## src/rtl/rom_download_router_pkg.sv

```systemverilog
// Shared types and default boundaries for the ROM download router.
// Region codes match the dn_region encoding seen by the core loader.
package rom_download_pkg;

  typedef enum logic [2:0] {
    IDLE,
    LOAD,
    CHECK,
    SETTLE,
    READY,
    ERROR
  } state_t;

  localparam logic [1:0] REG_PROG = 2'd0;
  localparam logic [1:0] REG_SND  = 2'd1;
  localparam logic [1:0] REG_GFX  = 2'd2;
  localparam logic [1:0] REG_NONE = 2'd3;

  localparam int          DEF_ADDR_W        = 18;
  localparam logic [17:0] DEF_PROG_END      = 18'h0C000;
  localparam logic [17:0] DEF_SND_END       = 18'h0D000;
  localparam logic [17:0] DEF_TOTAL_BYTES   = 18'h13000;
  localparam int          DEF_SETTLE_CYCLES = 16;

endpackage

```

## src/rtl/rom_download_router_if.sv

```systemverilog
// ioctl download stream in, core load port out.
// master = stream source / loader sink, slave = the router.
interface rom_download_router_if #(
  parameter int ADDR_W = 18
);
  logic              ioctl_download;
  logic              ioctl_wr;
  logic [24:0]       ioctl_addr;
  logic [7:0]        ioctl_dout;
  logic [15:0]       ioctl_index;
  logic [ADDR_W-1:0] dn_addr;
  logic [7:0]        dn_data;
  logic              dn_wr;
  logic [1:0]        dn_region;

  modport master (
    output ioctl_download, ioctl_wr, ioctl_addr, ioctl_dout, ioctl_index,
    input  dn_addr, dn_data, dn_wr, dn_region
  );

  modport slave (
    input  ioctl_download, ioctl_wr, ioctl_addr, ioctl_dout, ioctl_index,
    output dn_addr, dn_data, dn_wr, dn_region
  );
endinterface

```

## src/rtl/rom_download_router_region_decode.sv

```systemverilog
// Combinational load address to ROM region decode (prog / sound / gfx / none).
module rom_region_decode
  import rom_download_pkg::*;
#(
  parameter int                ADDR_W      = DEF_ADDR_W,
  parameter logic [ADDR_W-1:0] PROG_END    = DEF_PROG_END,
  parameter logic [ADDR_W-1:0] SND_END     = DEF_SND_END,
  parameter logic [ADDR_W-1:0] TOTAL_BYTES = DEF_TOTAL_BYTES
) (
  input  logic [ADDR_W-1:0] addr,
  output logic [1:0]        region
);

  always_comb begin
    region = REG_NONE;
    if (addr < PROG_END)         region = REG_PROG;
    else if (addr < SND_END)     region = REG_SND;
    else if (addr < TOTAL_BYTES) region = REG_GFX;
  end

endmodule

```

## src/rtl/rom_download_router.sv

```systemverilog
// Filters the ioctl stream to index 0, registers one load strobe per accepted byte,
// and holds the core in reset until a full-length image has loaded and settled.
module rom_download_router
  import rom_download_pkg::*;
#(
  parameter int                ADDR_W        = DEF_ADDR_W,
  parameter logic [ADDR_W-1:0] PROG_END      = DEF_PROG_END,
  parameter logic [ADDR_W-1:0] SND_END       = DEF_SND_END,
  parameter logic [ADDR_W-1:0] TOTAL_BYTES   = DEF_TOTAL_BYTES,
  parameter int                SETTLE_CYCLES = DEF_SETTLE_CYCLES
) (
  input  logic                    clk_sys,
  input  logic                    reset,
  rom_download_router_if.slave    bus,
  output logic                    core_reset,
  output logic                    load_done,
  output logic                    load_error,
  output logic [ADDR_W-1:0]       byte_count
);

  localparam int SW = $clog2(SETTLE_CYCLES) + 1;

  state_t          state, next_state;
  logic            wr_prev, dl_prev, overflow, load_entry;
  logic [SW-1:0]   settle_cnt;
  logic [1:0]      dec_region;
  logic            idx_ok, wr_edge, in_range, accept, drop, dl_rise, dl_fall;

  assign idx_ok   = (bus.ioctl_index == 16'd0);
  // dl_prev keeps a byte strobed in the very cycle download drops.
  assign wr_edge  = bus.ioctl_wr & ~wr_prev & (bus.ioctl_download | dl_prev) & idx_ok;
  assign in_range = (bus.ioctl_addr < 25'(TOTAL_BYTES));
  assign accept   = wr_edge & in_range;
  assign drop     = wr_edge & ~in_range;
  assign dl_rise  = bus.ioctl_download & ~dl_prev & idx_ok;
  assign dl_fall  = ~bus.ioctl_download & dl_prev;

  rom_region_decode #(
    .ADDR_W      (ADDR_W),
    .PROG_END    (PROG_END),
    .SND_END     (SND_END),
    .TOTAL_BYTES (TOTAL_BYTES)
  ) u_decode (
    .addr   (bus.ioctl_addr[ADDR_W-1:0]),
    .region (dec_region)
  );

  always_comb begin
    next_state = state;
    load_entry = 1'b0;
    case (state)
      IDLE, READY, ERROR: begin
        if (dl_rise) begin
          next_state = LOAD;
          load_entry = 1'b1;
        end
      end
      LOAD:    if (dl_fall) next_state = CHECK;
      CHECK:   next_state = (byte_count == TOTAL_BYTES && !overflow) ? SETTLE : ERROR;
      SETTLE:  if (settle_cnt == SW'(SETTLE_CYCLES - 1)) next_state = READY;
      default: next_state = IDLE;
    endcase
  end

  assign core_reset = (state != READY);
  assign load_done  = (state == READY);
  assign load_error = (state == ERROR);

  always_ff @(posedge clk_sys) begin
    if (reset) begin
      state         <= IDLE;
      wr_prev       <= 1'b0;
      dl_prev       <= 1'b0;
      overflow      <= 1'b0;
      settle_cnt    <= '0;
      byte_count    <= '0;
      bus.dn_addr   <= '0;
      bus.dn_data   <= '0;
      bus.dn_wr     <= 1'b0;
      bus.dn_region <= REG_NONE;
    end else begin
      state      <= next_state;
      wr_prev    <= bus.ioctl_wr;
      dl_prev    <= bus.ioctl_download;
      bus.dn_wr  <= accept;
      settle_cnt <= (state == SETTLE) ? settle_cnt + SW'(1) : '0;
      if (accept) begin
        bus.dn_addr   <= bus.ioctl_addr[ADDR_W-1:0];
        bus.dn_data   <= bus.ioctl_dout;
        bus.dn_region <= dec_region;
      end
      if (load_entry) begin
        byte_count <= accept ? ADDR_W'(1) : '0;
        overflow   <= drop;
      end else begin
        if (accept && byte_count != '1) byte_count <= byte_count + ADDR_W'(1);
        if (drop) overflow <= 1'b1;
      end
    end
  end

endmodule

```

## src/flat_wrapper.sv

```systemverilog
// flat-port wrapper written by rule: the top's interface ports become plain ports
module rom_download_router_flat import rom_download_pkg::*;
#(
  parameter int                ADDR_W        = DEF_ADDR_W,
  parameter logic [ADDR_W-1:0] PROG_END      = DEF_PROG_END,
  parameter logic [ADDR_W-1:0] SND_END       = DEF_SND_END,
  parameter logic [ADDR_W-1:0] TOTAL_BYTES   = DEF_TOTAL_BYTES,
  parameter int                SETTLE_CYCLES = DEF_SETTLE_CYCLES
)
  (clk_sys, reset, core_reset, load_done, load_error, byte_count, bus_ioctl_download, bus_ioctl_wr, bus_ioctl_addr, bus_ioctl_dout, bus_ioctl_index, bus_dn_addr, bus_dn_data, bus_dn_wr, bus_dn_region);
  rom_download_router_if #(.ADDR_W(ADDR_W)) bus_i ();
  input  logic clk_sys;
  input  logic reset;
  output logic core_reset;
  output logic load_done;
  output logic load_error;
  output logic [ADDR_W-1:0] byte_count;
  input wire logic [$bits(bus_i.ioctl_download)-1:0] bus_ioctl_download;
  input wire logic [$bits(bus_i.ioctl_wr)-1:0] bus_ioctl_wr;
  input wire logic [$bits(bus_i.ioctl_addr)-1:0] bus_ioctl_addr;
  input wire logic [$bits(bus_i.ioctl_dout)-1:0] bus_ioctl_dout;
  input wire logic [$bits(bus_i.ioctl_index)-1:0] bus_ioctl_index;
  output wire logic [$bits(bus_i.dn_addr)-1:0] bus_dn_addr;
  output wire logic [$bits(bus_i.dn_data)-1:0] bus_dn_data;
  output wire logic [$bits(bus_i.dn_wr)-1:0] bus_dn_wr;
  output wire logic [$bits(bus_i.dn_region)-1:0] bus_dn_region;
  assign bus_i.ioctl_download = bus_ioctl_download;
  assign bus_i.ioctl_wr = bus_ioctl_wr;
  assign bus_i.ioctl_addr = bus_ioctl_addr;
  assign bus_i.ioctl_dout = bus_ioctl_dout;
  assign bus_i.ioctl_index = bus_ioctl_index;
  assign bus_dn_addr = bus_i.dn_addr;
  assign bus_dn_data = bus_i.dn_data;
  assign bus_dn_wr = bus_i.dn_wr;
  assign bus_dn_region = bus_i.dn_region;
  rom_download_router #(.ADDR_W(ADDR_W), .PROG_END(PROG_END), .SND_END(SND_END), .TOTAL_BYTES(TOTAL_BYTES), .SETTLE_CYCLES(SETTLE_CYCLES)) u_core (.clk_sys(clk_sys), .reset(reset), .bus(bus_i), .core_reset(core_reset), .load_done(load_done), .load_error(load_error), .byte_count(byte_count));
endmodule
```

## config.mk

```make
export PLATFORM = sky130hd
export DESIGN_NAME = rom_download_router_flat
export DESIGN_NICKNAME = d
export VERILOG_FILES = /design/src/rtl/rom_download_router_pkg.sv /design/src/rtl/rom_download_router_if.sv /design/src/rtl/rom_download_router_region_decode.sv /design/src/rtl/rom_download_router.sv /design/src/flat_wrapper.sv
export SDC_FILE = /design/constraint.sdc
export NUM_CORES = 1
export LEC_CHECK = 0
export BUFFER_PORTS_ARGS = -buffer_cell sky130_fd_sc_hd__buf_2
export CORE_ASPECT_RATIO = 0.8
export CORE_MARGIN = 2
export CORE_UTILIZATION = 50
export CTS_CLUSTER_DIAMETER = 60
export DETAILED_ROUTE_END_ITERATION = 10
export PLACE_DENSITY = 0.82
export SLEW_MARGIN = 20
export SYNTH_ARGS = -nofsm -noshare
export SYNTH_HDL_FRONTEND = slang
export SYNTH_HIERARCHICAL = 1
export SYNTH_SLANG_ARGS = --single-unit
```

## constraint.sdc

```tcl
create_clock -name clk_sys -period 6.2 [get_ports clk_sys]
set_input_delay 0.31 -clock clk_sys [delete_from_list [all_inputs] [get_ports clk_sys]]
set_output_delay 0.31 -clock clk_sys [all_outputs]
set_load 0.1 [all_outputs]
```

==> flow_metrics.env, run 1 <==
export IMPL_outcome="completed"
export IMPL_final_core_util=0.672
export IMPL_path_class="reg2reg"
export IMPL_fmax_mhz=380
export IMPL_p_sw_frac=0.197
export IMPL_place_ws_ps=3220
export IMPL_drtPass1Iterations=4
export IMPL_grt_total_usage=0.206
export IMPL_area_delta_synth_final_pct=30.2
export IMPL_hp_class="in2reg"
export IMPL_fillers=398
export IMPL_final_cell_mix="102 x buf_2, 64 x nand2_1, 58 x dfxtp_1, 46 x a21oi_1"
export IMPL_ys_flop_type="dfxtp_1"
export IMPL_ir_drop_mv=0.167
export IMPL_dieArea_um2=5730
export IMPL_drive_gt1_frac=0.298
export IMPL_insertion_delay_ps=330
export IMPL_seq_area_frac_synth=0.452
export IMPL_cts_hold_buf=0
export IMPL_setup_viol=0
export IMPL_fin_ws_ps=3570
export IMPL_dr_total_vias=2664
export IMPL_cts_tree="built"
export IMPL_overflow=0
export IMPL_start_util=0.516
export IMPL_synth_seq_cells=58
export IMPL_grt_pass1_wl_mm=9.35
export IMPL_cts_sinks=58
export IMPL_async_flop_share=0
export IMPL_rows=23
export IMPL_use_met2=0.337
export IMPL_path_clk_slew_ps=60
export IMPL_cp_arrival_ps=2830
export IMPL_crit_path_start_kind="flip-flop"
export IMPL_seq_power_share=0.464
export IMPL_synth_warnings=6
export IMPL_drc=0
export IMPL_rsz0062_at_grt="no"
export IMPL_clockRootBuffer="clkbuf_8"
export IMPL_combinationalPowerShare=0.038
export IMPL_port_buffers=102
export IMPL_post_route_min_period_ps=2630
export IMPL_wl_mm=6.24
export IMPL_antenna_found_initial=0
export IMPL_core_um2=4980
export IMPL_p_switching_uw=159
export IMPL_dpl_hpwl_mm=4.49
export IMPL_worst_pin_slew_ps=815
export IMPL_required_ps=6400
export IMPL_die_x_um=84.2
export IMPL_crit_slowest_cell="a2111o_1"
export IMPL_htree_levels=3
export IMPL_postSynthCellCount=319
export IMPL_diodes=0
export IMPL_busiest_layer="met2"
export IMPL_syn_area_um2=2570
export IMPL_numCtsBuffers=9
export IMPL_hold_viol_final=0
export IMPL_p_int_uw=647
export IMPL_postPlaceCellArea_um2=3110
export IMPL_drv_cap=0
export IMPL_vias_per_cell=5.49
export IMPL_fin_area_um2=3350
export IMPL_critical_path_top_delay_family="simple AND/OR/NAND/NOR gates"
export IMPL_skew_ps=4.89
export IMPL_critPathMaxFanout=31
export IMPL_nets=475
export IMPL_die_h_um=68.1
export IMPL_ios=103
export IMPL_grt_max_degree=43
export IMPL_drtIter0Drc=218
export IMPL_met3_usage=0.0832
export IMPL_synthDistinctLibCells=44
export IMPL_path_buf_inv=0
export IMPL_final_setup_tns_ps=0
export IMPL_post_cts_setup_buffers=0
export IMPL_syn_avg_cell_area_um2=8.06
export IMPL_path_cells="ha_1 > nand3_1 > nor4_1 > a2111o_1 > mux2i_1 > nor2_1"
export IMPL_slew_headroom=0.443
export IMPL_period_share=0.425
export IMPL_final_common_cell="buf_2"
export IMPL_syn_nets=376
export IMPL_max_stage_delay_ps=720
export IMPL_gp_congestion=0.807
export IMPL_wl_per_cell_um=12.9
export IMPL_grt_pass1_vias=2119
export IMPL_slew_viol_final=0
export IMPL_max_clock_path_buffers=2
export IMPL_crit_path_end_kind="flip-flop"
export IMPL_power_per_cell_area_nw_per_um2=241
export IMPL_leakagePower_nw=1.39
export IMPL_cts_resized=0
export IMPL_synth_edff_count=0
export IMPL_antenna_left=0
export IMPL_whs_ps=212
export IMPL_grtUsageMet1=0.253
export IMPL_clockPowerShare=0.498
==> worst paths after layout <==
path,start,endpoint,slack (ps),depth (start not counted)
setup / recovery,u_core/byte_count[0],u_core/byte_count[1],3570,6
hold reg to reg,u_core/bus.dn_data[6],u_core/bus.dn_data[6],450,2
hold / removal,bus_ioctl_addr[5],u_core/bus.dn_addr[5],210,3
setup reg to reg,u_core/byte_count[0],u_core/byte_count[1],3570,6
==> flip-flops by register name, indices dropped and copies added (netlist names), 2 cells and up <==
register	cells
u_core/byte_count	18
u_core/settle_cnt	5
u_core/bus.dn_addr	18
u_core/bus.dn_region	2
u_core/bus.dn_data	8
u_core/state	3
==> power groups by stage <==
stage	combinational, mW	clock [mW]	sequential [mW]
6_report	0.0309	0.401	0.374
5_1_grt	0.0344	0.426	0.374
4_1_cts	0.0309	0.411	0.374
3_5_place_dp	0.0309	0	0.382
3_3_place_gp	0.0304	0	0.382
2_1_floorplan	0.0109	0	0.382
==> final cells by class <==
class	count	area, µm²	share of cell area
clock buffers	12	165	0.0494
clock inverters	4	72.6	0.0217
inverters	12	45.0	0.0135
multi-input cells	234	1310	0.390
flip-flops and latches	58	1160	0.347
well taps	62	77.6	0.0232
repair buffers	103	518	0.155
==> worst register-to-register path, stage by stage (launching register included) <==
cell and delay (ps):
dfxtp_1 420, ha_1 200, nand3_1 180, nor4_1 570, a2111o_1 720, mux2i_1 330, nor2_1 80
==> logic make-up after synthesis <==
group | Yosys count | synth area share
simple gates | 151 | 0.306
compound gates | 76 | 0.168
flops | 58 | 0.452
buf+inv | 27 | 0.0433
fa+ha+maj | 4 | 0.0195
xor+xnor | 2 | 0.00682
mux | 1 | 0.00389
==> per-layer routing <==
metal	wire, µm	vias up
met4	80	0
met2	3110	84
met1	2610	1231
met5	0	-
met3	432	7
li1	-	1342
==> synth_stat cells (all sizes together), types with 2 or more instances <==
cell / instances / share of area
nor4b: 4 / 0.016
a21o: 2 / 0.0058
o211ai: 3 / 0.0088
a21oi: 46 / 0.090
and3: 4 / 0.0097
or4: 11 / 0.035
or3: 15 / 0.037
ha: 4 / 0.019
nand4: 5 / 0.012
nand3b: 2 / 0.0058
inv: 12 / 0.018
nand3: 9 / 0.018
nor3: 4 / 0.0078
nor2: 15 / 0.022
nand2: 65 / 0.096
and4: 3 / 0.010
a2111oi: 2 / 0.0068
nor4: 7 / 0.017
o31ai: 2 / 0.0058
clkbuf: 11 / 0.016
buf: 4 / 0.0097
o21ai: 15 / 0.029
dfxtp: 58 / 0.45
==> stage by stage <==
step / cells / total power [mW]
finish: 485 / 0.806
global route: 485 / 0.834
CTS: 485 / 0.815
detailed placement: 469 / 0.413
global placement: 469 / 0.412
floorplan: 319 / 0.393
No activity file was read; power rests on OpenSTA's default activity.
==> run 2: changes to the inputs <==
--- a/config.mk
+++ b/config.mk
@@ -8,10 +8,10 @@
 export BUFFER_PORTS_ARGS = -buffer_cell sky130_fd_sc_hd__buf_2
 export CORE_ASPECT_RATIO = 0.8
 export CORE_MARGIN = 2
-export CORE_UTILIZATION = 50
+export CORE_UTILIZATION = 48
 export CTS_CLUSTER_DIAMETER = 60
 export DETAILED_ROUTE_END_ITERATION = 10
-export PLACE_DENSITY = 0.82
+export PLACE_DENSITY = 0.79
 export SLEW_MARGIN = 20
 export SYNTH_ARGS = -nofsm -noshare
 export SYNTH_HDL_FRONTEND = slang
==> constraint.sdc (replaced) <==
create_clock -name clk_sys -period 2.47 [get_ports clk_sys]
set_input_delay 0.1235 -clock clk_sys [delete_from_list [all_inputs] [get_ports clk_sys]]
set_output_delay 0.1235 -clock clk_sys [all_outputs]
set_load 0.1 [all_outputs]
==> run 2 against run 1 <==
Compared with the run above:
- the flow now finishes with violations (design-rule violations)
- total power rose to 2.5 times the previous value
- sequential power rose to 2.5 times the previous value
- global-route usage up 2.5 points
- setup slack worse by 3300 ps
- first-iteration DRC count down 13%
- final area up 3.1%
- sequential share of layout area down 0.60 points
- utilization up 0.50 points
- cell count up 2.3%
- worst hold slack worse by 200 ps
- clock skew up 1.5 ps
- combinational power rose to 2.7 times the previous value
- critical endpoint is now u_core/byte_count[0]
==> flow_metrics.env, run 2 (synthesis results as in run 1) <==
export IMPL_ios=103
export IMPL_post_route_min_period_ps=2160
export IMPL_post_cts_setup_buffers=0
export IMPL_setup_viol=0
export IMPL_finalPower_mw=2.04
export IMPL_fmax_mhz=463
export IMPL_slew_viol_final=0
export IMPL_dr_total_vias=2678
export IMPL_drtIter0Drc=190
export IMPL_insertion_delay_ps=330
export IMPL_antenna_left=0
export IMPL_critPathMaxFanout=6
export IMPL_die_h_um=69.4
export IMPL_outcome="finished, violations left"
export IMPL_area_delta_synth_final_pct=34.2
export IMPL_drv_cap=0
export IMPL_power_per_cell_area_nw_per_um2=591
export IMPL_postPlaceCellArea_um2=3210
export IMPL_period_share=0.875
export IMPL_core_um2=5090
export IMPL_cts_hold_buf=0
export IMPL_overflow=0
export IMPL_reg_top3="u_core/bus.dn_addr: 18 flops, u_core/byte_count: 18 flops, u_core/bus.dn_data: 8 flops"
export IMPL_fin_area_um2=3450
export IMPL_worst_pin_slew_ps=733
export IMPL_rows=23
export IMPL_max_clock_path_buffers=2
export IMPL_skew_ps=6.39
export IMPL_wl_per_cell_um=13.3
export IMPL_crit_slowest_cell="or4_1"
export IMPL_path_common_cell="or4_1"
export IMPL_hp_class="in2reg"
export IMPL_grt_total_usage=0.231
export IMPL_wl_mm=6.60
export IMPL_final_cell_mix="102 x buf_2, 64 x nand2_1, 46 x a21oi_1, 46 x dfxtp_1"
export IMPL_crit_path_end_kind="flip-flop"
export IMPL_place_inst=480
export IMPL_antenna_found_initial=0
export IMPL_die_x_um=85.8
export IMPL_start_util=0.505
export IMPL_grt_pass1_wl_mm=11.0
export IMPL_drtPass1Iterations=7
export IMPL_grt_max_degree=43
export IMPL_ir_drop_mv=0.416
export IMPL_vias_per_cell=5.40
export IMPL_numCtsBuffers=9
export IMPL_instances_no_fill=496
export IMPL_clockRootBuffer="clkbuf_8"
export IMPL_gp_congestion=0.821
export IMPL_rsz0062_at_grt="no"
export IMPL_port_buffers=102
export IMPL_nets=486
export IMPL_final_common_cell="buf_2"
export IMPL_htree_levels=3
export IMPL_final_core_util=0.677
export IMPL_slew_headroom=0.512
export IMPL_violations="design-rule violations"
export IMPL_hold_viol_final=0
export IMPL_leakagePower_nw=1.45
export IMPL_required_ps=2750
export IMPL_path_class="reg2reg"
export IMPL_dieArea_um2=5960
export IMPL_cp_arrival_ps=2440
export IMPL_drc=7
export IMPL_dpl_hpwl_mm=4.70
export IMPL_cts_resized=0
export IMPL_max_stage_delay_ps=620
export IMPL_cts_tree="built"
export IMPL_path_cells="ha_1 > nand3_1 > or4_1 > or4_1 > a21oi_1 > or3_1"
export IMPL_path_clk_slew_ps=60
export IMPL_grt_pass1_vias=2417
export IMPL_fillers=435
export IMPL_cts_sinks=58
export IMPL_drive_gt1_frac=0.346
export IMPL_crit_path_start_kind="flip-flop"
export IMPL_diodes=0
run 2: cell types whose count changed in the layout (fill, tap and decap cells not counted), sizes merged:
cell,delta
buf,+11
run 2: worst paths after layout:
kind	slack, ps	from	cells past startpoint	end
max	310	u_core/byte_count[0]	6	u_core/byte_count[0]
min	10	bus_ioctl_wr	2	u_core/wr_prev
max reg2reg	310	u_core/byte_count[0]	6	u_core/byte_count[0]
min reg2reg	450	u_core/bus.dn_addr[9]	2	u_core/bus.dn_addr[9]
run 2: worst max-delay path, delay by kind of cell (launching register included):
| kind | cells | cell delay, ps |
|---|---|---|
| adder cells (fa/ha/maj) | 1 | 180 |
| flip-flops | 1 | 380 |
| AND/OR/NAND/NOR | 4 | 1400 |
| AO/OA/AOI/OAI | 1 | 150 |
run 2: cell type report:
type,instances,area (µm²),share of cell area
Sequential cell,58,1180,0.341
Clock buffer,12,165,0.0479
Tap cell,62,77.6,0.0225
Multi-Input combinational cell,234,1310,0.380
Inverter,12,45.0,0.0131
Clock inverter,4,72.6,0.0210
Timing Repair Buffer,114,601,0.174
run 2: where the power goes:
group	switching, mW	total (mW)	internal (mW)	leakage, nW
Combinational	0.0416	0.0827	0.0411	0.855
Sequential	0.000888	0.938	0.937	0.474
Clock	0.369	1.02	0.649	0.119
Total	0.411	2.04	1.63	1.45
run 2: metal layers:
metal / vias to the layer above / global-route usage / share of wire
li1: 1359 / - / -
met1: 1216 / 0.295 / 0.44
met2: 92 / 0.359 / 0.46
met3: 11 / 0.0833 / 0.073
met4: 0 / 0.0847 / 0.018
met5: - / 0 / 0
run 2: through the flow:
stage               hold slack [ps]  worst slack, ps  setup TNS [ps]
finish                         13.3              308               0
global route                   6.96              147               0
CTS                            1.76              312               0
detailed placement              360            -9.98           -9.98
global placement                357             11.2               0
floorplan                       252            -21.2           -21.2
